<file path="config.mk">
export PLATFORM = sky130hd
export DESIGN_NAME = ahblite_slave_mux
export DESIGN_NICKNAME = d
export VERILOG_FILES = /design/src/rtl/ahblite_pkg.sv /design/src/rtl/ahblite_default_slave.sv /design/src/rtl/ahblite_slave_mux.sv
export SDC_FILE = /design/constraint.sdc
export NUM_CORES = 1
export LEC_CHECK = 0
export BUFFER_PORTS_ARGS = -buffer_cell sky130_fd_sc_hd__buf_4
export CAP_MARGIN = 40
export CORE_AREA = 5 5 92 94
export DETAILED_ROUTE_END_ITERATION = 8
export DIE_AREA = 0 0 97 99
export PLACE_DENSITY = 0.68
export SETUP_SLACK_MARGIN = 0.02
export SLEW_MARGIN = 20
export SYNTH_ARGS = -nofsm -noshare
export SYNTH_HDL_FRONTEND = slang
export SYNTH_SLANG_ARGS = --single-unit
</file>
<file path="constraint.sdc">
create_clock -name HCLK -period 3.27 [get_ports HCLK]
set_input_delay 0.4905 -clock HCLK [delete_from_list [all_inputs] [get_ports HCLK]]
set_output_delay 0.4905 -clock HCLK [all_outputs]
set_load 0.02 [all_outputs]
</file>
<file path="src/rtl/ahblite_pkg.sv">
// ahblite_pkg: shared AHB-Lite encodings, port count and default-slave states.
package ahblite_pkg;
  localparam logic [1:0] HTRANS_IDLE   = 2'b00;
  localparam logic [1:0] HTRANS_BUSY   = 2'b01;
  localparam logic [1:0] HTRANS_NONSEQ = 2'b10;
  localparam logic [1:0] HTRANS_SEQ    = 2'b11;
  localparam logic HRESP_OKAY  = 1'b0;
  localparam logic HRESP_ERROR = 1'b1;
  localparam int NUM_PORTS = 6;
  typedef enum logic [1:0] {DS_IDLE = 2'd0, DS_ERR1 = 2'd1, DS_ERR2 = 2'd2} ds_state_e;
endpackage

</file>
<file path="src/rtl/ahblite_default_slave.sv">
// ahblite_default_slave: two-cycle ERROR responder for unmapped transfers.
// With SLAVEMUX_TIMEOUT_EN it also bounds mapped-slave wait states.
module ahblite_default_slave
  import ahblite_pkg::*;
`ifdef SLAVEMUX_TIMEOUT_EN
#(
  parameter int TIMEOUT_CYCLES = 1023,
  parameter int TO_W = 10
)
`endif
(
  input  logic clk,
  input  logic rst_n,
  input  logic hready,
  input  logic def_next,
`ifdef SLAVEMUX_TIMEOUT_EN
  input  logic stall,
  output logic timeout,
  output logic timeout_flag,
`endif
  output logic ds_hreadyout,
  output logic ds_hresp
);
  ds_state_e state, state_d;
`ifdef SLAVEMUX_TIMEOUT_EN
  logic [TO_W-1:0] to_cnt;
  // fire on the edge where the count would reach TIMEOUT_CYCLES-1 while still stalled
  assign timeout = stall && (to_cnt + 1'b1 == TO_W'(TIMEOUT_CYCLES - 1));
  always_ff @(posedge clk or negedge rst_n)
    if (!rst_n) begin
      to_cnt <= '0;
      timeout_flag <= 1'b0;
    end else begin
      to_cnt <= (!stall || hready || timeout) ? '0 : to_cnt + 1'b1;
      if (timeout) timeout_flag <= 1'b1;
    end
`else
  logic timeout;
  assign timeout = 1'b0;
`endif
  always_ff @(posedge clk or negedge rst_n)
    if (!rst_n) state <= DS_IDLE;
    else state <= state_d;
  always_comb
    state_d = timeout ? DS_ERR1 :
              (state == DS_ERR1) ? DS_ERR2 :
              (hready && def_next) ? DS_ERR1 : DS_IDLE;
  always_comb begin
    ds_hreadyout = state != DS_ERR1;
    ds_hresp = (state == DS_IDLE) ? HRESP_OKAY : HRESP_ERROR;
  end
endmodule

</file>
<file path="src/rtl/ahblite_slave_mux.sv">
// ahblite_slave_mux: AHB-Lite data-phase response mux with built-in default ERROR slave.
// Define SLAVEMUX_TIMEOUT_EN to add a wait-state timeout and the TIMEOUT_FLAG port.
module ahblite_slave_mux
  import ahblite_pkg::*;
#(
  parameter int TIMEOUT_CYCLES = 1023,
  parameter int TO_W = 10,
  parameter logic [31:0] DEF_RDATA = 32'h0000_0000
)(
  input  logic        HCLK,
  input  logic        HRESETn,
  input  logic        HREADY,
  input  logic [1:0]  HTRANS,
  input  logic        P0_HSEL,
  input  logic        P1_HSEL,
  input  logic        P2_HSEL,
  input  logic        P3_HSEL,
  input  logic        P5_HSEL,
  input  logic        P6_HSEL,
  input  logic        P0_HREADYOUT,
  input  logic        P1_HREADYOUT,
  input  logic        P2_HREADYOUT,
  input  logic        P3_HREADYOUT,
  input  logic        P5_HREADYOUT,
  input  logic        P6_HREADYOUT,
  input  logic        P0_HRESP,
  input  logic        P1_HRESP,
  input  logic        P2_HRESP,
  input  logic        P3_HRESP,
  input  logic        P5_HRESP,
  input  logic        P6_HRESP,
  input  logic [31:0] P0_HRDATA,
  input  logic [31:0] P1_HRDATA,
  input  logic [31:0] P2_HRDATA,
  input  logic [31:0] P3_HRDATA,
  input  logic [31:0] P5_HRDATA,
  input  logic [31:0] P6_HRDATA,
`ifdef SLAVEMUX_TIMEOUT_EN
  output logic        TIMEOUT_FLAG,
`endif
  output logic        HREADYOUT,
  output logic        HRESP,
  output logic [31:0] HRDATA
);
  logic [NUM_PORTS-1:0] hsel, sel_q, rdy, rsp;
  logic [31:0] rd [NUM_PORTS];
  logic [33:0] chain [NUM_PORTS+1];
  logic def_q, def_next, ds_hreadyout, ds_hresp, timeout;
  if (TIMEOUT_CYCLES >= (1 << TO_W)) begin : g_to_w_check
    $error("TO_W too narrow for TIMEOUT_CYCLES");
  end
  assign hsel = {P6_HSEL, P5_HSEL, P3_HSEL, P2_HSEL, P1_HSEL, P0_HSEL};
  assign rdy = {P6_HREADYOUT, P5_HREADYOUT, P3_HREADYOUT, P2_HREADYOUT, P1_HREADYOUT, P0_HREADYOUT};
  assign rsp = {P6_HRESP, P5_HRESP, P3_HRESP, P2_HRESP, P1_HRESP, P0_HRESP};
  assign rd = '{P0_HRDATA, P1_HRDATA, P2_HRDATA, P3_HRDATA, P5_HRDATA, P6_HRDATA};
  assign def_next = ~|hsel && HTRANS[1];
  always_ff @(posedge HCLK or negedge HRESETn)
    if (!HRESETn) begin
      sel_q <= '0;
      def_q <= 1'b0;
    end else if (timeout) begin
      sel_q <= '0;
      def_q <= 1'b0;
    end else if (HREADY) begin
      sel_q <= hsel;
      def_q <= def_next;
    end
  // priority chain: lowest selected port index wins, default slave at the tail
  assign chain[NUM_PORTS] = {ds_hreadyout, ds_hresp, DEF_RDATA};
  for (genvar g = 0; g < NUM_PORTS; g++) begin : g_mux
    assign chain[g] = sel_q[g] ? {rdy[g], rsp[g], rd[g]} : chain[g+1];
  end
  assign {HREADYOUT, HRESP, HRDATA} = chain[0];
  a_def_exclusive: assert property (@(posedge HCLK) disable iff (!HRESETn) def_q |-> sel_q == '0);
`ifdef SLAVEMUX_TIMEOUT_EN
  logic stall;
  assign stall = |sel_q && !HREADYOUT;
  ahblite_default_slave #(.TIMEOUT_CYCLES(TIMEOUT_CYCLES), .TO_W(TO_W)) u_ds (
    .clk(HCLK), .rst_n(HRESETn), .hready(HREADY), .def_next(def_next),
    .stall(stall), .timeout(timeout), .timeout_flag(TIMEOUT_FLAG),
    .ds_hreadyout(ds_hreadyout), .ds_hresp(ds_hresp));
`else
  assign timeout = 1'b0;
  ahblite_default_slave u_ds (
    .clk(HCLK), .rst_n(HRESETn), .hready(HREADY), .def_next(def_next),
    .ds_hreadyout(ds_hreadyout), .ds_hresp(ds_hresp));
`endif
endmodule

</file>
# ---- After elaboration in Yosys (flattened, before gate mapping)
# Index checks and enable logic that the tools add are counted.
dict set report word_totals {
  in_bits 215
  regBits 8
  mem_bits_ro 0
  memories 0
  latch_bits 0
  ram_bits 0
  output_inout_bits 34
  elab_cells 18
}
dict set report classes {
  n_mul 0
  n_mux 9
  reduce_logical 5
  eq_ne 2
  n_addsub 0
  shift 0
  magnitude_cmp 0
  n_div 0
  bitwise 0
}
# op count
set op_table {}
lappend op_table {{34-bit two-way mux} 6}
lappend op_table {{6-bit OR reduction} 1}
lappend op_table {{2-bit by 1-bit == test with 1-bit output, second input constant} 1}
lappend op_table {{1-bit logical AND} 2}
lappend op_table {{2-bit zero test} 1}
lappend op_table {{1-bit two-way mux} 2}
lappend op_table {{2-bit two-way mux} 1}
lappend op_table {{2-bit by 1-bit != test with 1-bit output, second input constant} 1}
lappend op_table {{1-bit zero test} 1}

# ---- Logic depth before layout (Yosys ltp)
dict set report depth {
  depth_word 8
  depth_mapped 5
}

# ---- Modules after synthesis
# Synthesis repeated with hierarchy kept, for this count alone.
dict set report unflattened {
  hier_cells 304
  area_unflattened_um2 1984.4
}
# module n_inst area_per_inst_um2 cells_each seq_area_each_um2
set modules_own_cells {}
lappend modules_own_cells {ahblite_slave_mux 1 1904.3 298 150.1}
lappend modules_own_cells {ahblite_default_slave 1 80.1 6 50.0}

# ---- Least setup slack after synthesis
# Ideal clock, no wire load.
dict set report synth_path {
  kind {flip-flop to output port}
  start {register sel_q[3]}
  end {output HRESP}
  t_required_ps 2779
  path_buffers 2
  arrival_ps 1545
  stages_incl_launch_ff 6
  setup_slack_ps 1234
  cell_sequence {dfrtp_1 -> clkbuf_1 -> buf_2 -> nor3b_1 -> o31a_1 -> a211oi_1}
}
dict set report synth_via {
  elab_chain_len 4
}
# element line_no
set synth_rtl {}
lappend synth_rtl {{start: declaration} ahblite_slave_mux.sv:45} ;# logic [NUM_PORTS-1:0] hsel, sel_q, rdy, rsp;
lappend synth_rtl {{start signal: assignment} ahblite_slave_mux.sv:65} ;# sel_q <= hsel;
lappend synth_rtl {{34-bit two-way mux (4 in a row)} ahblite_slave_mux.sv:71} ;# assign chain[g] = sel_q[g] ? {rdy[g], rsp[g], rd[g]} : chain[g+1];
lappend synth_rtl {{end: declaration} ahblite_slave_mux.sv:42} ;# output logic HRESP,
# No other way between the ends.

# ---- Worst setup path in the final report
dict set report layout_path {
  start {register sel_q[5]}
  end {output HRDATA[22]}
}
dict set report layout_via {
  elab_chain_len 6
}
# element line_no
set layout_rtl {}
lappend layout_rtl {{34-bit two-way mux (6 in a row)} ahblite_slave_mux.sv:71}
lappend layout_rtl {{end: declaration} ahblite_slave_mux.sv:43} ;# output logic [31:0] HRDATA
# No other way between the ends.

==> impl_metrics.yaml <==
finish:
  ff_latch_area_um2: 204
  flow.area_growth_from_synthesis_pct: 99.5
  num-fill-cells: 754
  multi_input_area_mm2: 0.00148
  post_route_cells_drive_above_1_share: 0.507
  antenna_cells: 0
  post-route-cell-area_mm2: 0.00394
  finish.net_count: 747
floorplan:
  die_x_um: 97
  die-height_um: 99
  i_o_pin_total: 249
  dieArea_mm2: 0.00960
  floorplan.initialDensity: 0.261
  placement_rows: 32
  core_area_mm2: 0.00757
yosys:
  synth.ff_latch_count: 8
  syn-instance-count: 307
  synth_async_sr_flop_share: 1.00
  synth.avg_cell_area_um2: 6.43
  synth_edf_count: 0
  synth_top_cell_area_share: 0.167
  synthesis.area_mm2: 0.00197
  seq_area_frac_synth: 0.101
  synthesis.nets: 522
  netlist-cell-type-count: 28
  ys_dominant_reg_cell: "dfrtp_1"
  ys.warnings.count: 0
  yosysTopAreaCell: "a221o_1"
  netlist_top_cells_area: "a221o_1 17%, nand3b_1 13%, a31oi_1 10%, dfrtp_1 10%, o22ai_1 10%"
setup_path:
  r2r-start: "sel_q[0]"
  critPathCapture: "HRDATA[22]"
  critical_path_data_arrival_time_ns: 2.20
  crit_required_ns: 2.78
  timing.critical_path.from: "sel_q[5]"
  timing.reg2reg.setup_slack_ns: 1.57
  setup.worst_path.end_class: "primary output"
  r2r_end: "sel_q[0]"
  worstRegToRegCells: 3
  timing.critical_path.fanout_max: 23
  worstSetupPathType: "reg -> out"
  startpoint_type: "register"
status:
  outcome: "completed"
grt:
  gr-usage-all-layers: 0.206
  antenna_found_initial: 0
  vias_in_the_first_global_route: 3237
  grt-ovfl-total: 0
  grt_first_pass_wirelength_um: 16600
  pin_count_of_the_biggest_net_entering_global_routing: 46
detailed_routing:
  drt_first_pass_iters: 4
  average_wire_per_cell_in_the_routed_design_um: 17.3
  remaining_drc_errors: 0
  vias: 3292
  drt.antenna.violating_nets: 0
  detailedRoute.firstIterationViolations: 137
  viasPerCell: 5.20
  routed_wirelength_um: 10900
clock_network:
  tritoncts: "built"
  clock-sinks: 8
  clk_latency_ns: 0.22
  cts-root-buf: "clkbuf_8"
  postCtsSetupRepairBufs: 0
  numCtsBuffers: 3
  cts_resized: 0
  post_cts_hold_buffer_count: 0
  path_clk_slew_ns: 0.04
  clock_path_buffers: 2
  cts_max_level: 1
placement:
  place_congestion: 0.894
  post_placement_worst_setup_slack_ns: 0.784
  place.detailed.hpwl_um: 8780
  place_area_mm2: 0.00389
  io_buffer_count: 247
timing:
  rsz0062_at_grt: "no"
  setup-tns-final_ns: 0
  report.final.setup_viol: 0
  max_slew.worst_pin.slew_ns: 0.829
  maxSlewHeadroom: 0.447
  final.min_clock_period_ns: 2.69
  worst_clock_skew_ns: 0.000102
  slew_viol_final: 0
  layout_worst_path_cycle_share: 0.824
  final_hold_violations: 0
  fmax_ghz: 0.371
  setup_slack_ns: 0.575
power_and_ir_drop:
  internal_power_mw: 0.591
  p_comb_frac: 0.722
  part_of_the_total_power_dissipated_in_sequential_elements: 0.160
  clock_power_frac: 0.118
  power_density_mw_per_mm2: 258
  switchingPower_mw: 0.427
  ir_worst_vdd_uv: 259
  sw_frac_of_total: 0.419
  p_leak_nw: 1.95
hold_path:
  timing.hold.worst.class: "in -> async"
job:
  max-cap-violations: 0
## sequential cells by signal, indices dropped and copies added, names as in the netlist
signal and cells:
sel_q 6, u_ds.state 2
## through the flow
step | utilization | power, mW | instances | hold WS [ns]
final | 0.521 | 1.02 | 633 | 0.0755
after detailed placement | 0.515 | 0.901 | 629 | 0.313
after global placement | 0.511 | 0.882 | 628 | 0.313
after CTS | 0.521 | 1.02 | 633 | 0.0780
after floorplan | - | 0.514 | 307 | 0.195
after global routing | 0.521 | 1.08 | 633 | 0.0784
## how the worst min path moves through the flow
stage               startpoint        to  slack (ns)  cells past startpoint
finish                 HRESETn  sel_q[5]        0.08                      1
floorplan              HRESETn  sel_q[0]        0.19                      0
CTS                    HRESETn  sel_q[5]        0.08                      1
global route           HRESETn  sel_q[0]        0.08                      1
global placement       HRESETn  sel_q[5]        0.31                      1
detailed placement     HRESETn  sel_q[1]        0.31                      1
## layer usage
layer  up-vias  GRT usage  share of wire  wire length [um]
li1       1622          -              -                 -
met1      1500      0.235           0.39              4270
met2       158      0.385           0.51              5580
met3        12     0.0580          0.087               950
met4         0     0.0367          0.013               138
met5         -          0              0                 0
## power by group through the flow
stage / clock, mW / combinational (mW) / sequential [mW]
after floorplan: 0 / 0.401 / 0.113
after global placement: 0 / 0.710 / 0.172
after detailed placement: 0 / 0.736 / 0.165
after CTS: 0.121 / 0.738 / 0.163
after global routing: 0.125 / 0.791 / 0.167
final: 0.120 / 0.735 / 0.163
## layout by cell type, fill, tap and decap left out, drive strengths merged
cell type / count
nand3: 1
nand2: 35
nor2: 3
a211o: 1
a211oi: 1
or4: 1
buf: 257
o31ai: 1
inv: 34
and3: 1
o31a: 1
clkinv: 1
a2111oi: 1
a21oi: 36
mux2: 5
nor3b: 2
a221o: 33
nor3: 2
nand3b: 33
a31oi: 32
o21ai: 1
nor2b: 4
clkbuf: 4
dfrtp: 8
o22ai: 32
nand2b: 1
## final cells by class
type                            instances  share of cell area
Clock buffer                            4              0.0114
Timing Repair Buffer                  257               0.495
Sequential cell                         8              0.0518
Tap cell                              102              0.0324
Multi-Input combinational cell        227               0.376
Inverter                               35              0.0334
## cells in the mapped netlist (2+ instances only)
master / count
a21oi_1: 36
a221o_1: 33
a31oi_1: 32
buf_1: 3
buf_2: 14
buf_4: 2
clkbuf_1: 18
dfrtp_1: 8
inv_1: 34
mux2_2: 5
nand2_1: 35
nand3b_1: 33
nor2_1: 3
nor2b_1: 4
nor3_1: 2
nor3b_1: 2
o22ai_1: 32
## worst max-delay path, cell delays in order (launching register included)
cell and delay, ns:
dfrtp_1 0.84, buf_4 0.34, nand3b_1 0.10, a221o_1 0.31
a31oi_1 0.20, buf_4 0.18
## cell families after synthesis
logic type | synth area share
AOI/OAI and AO/OA | 0.485
buffers and inverters | 0.150
DFF | 0.101
muxes | 0.0285
and+or+nand+nor | 0.236
Note: power is estimated with default switching activity, not from simulation.
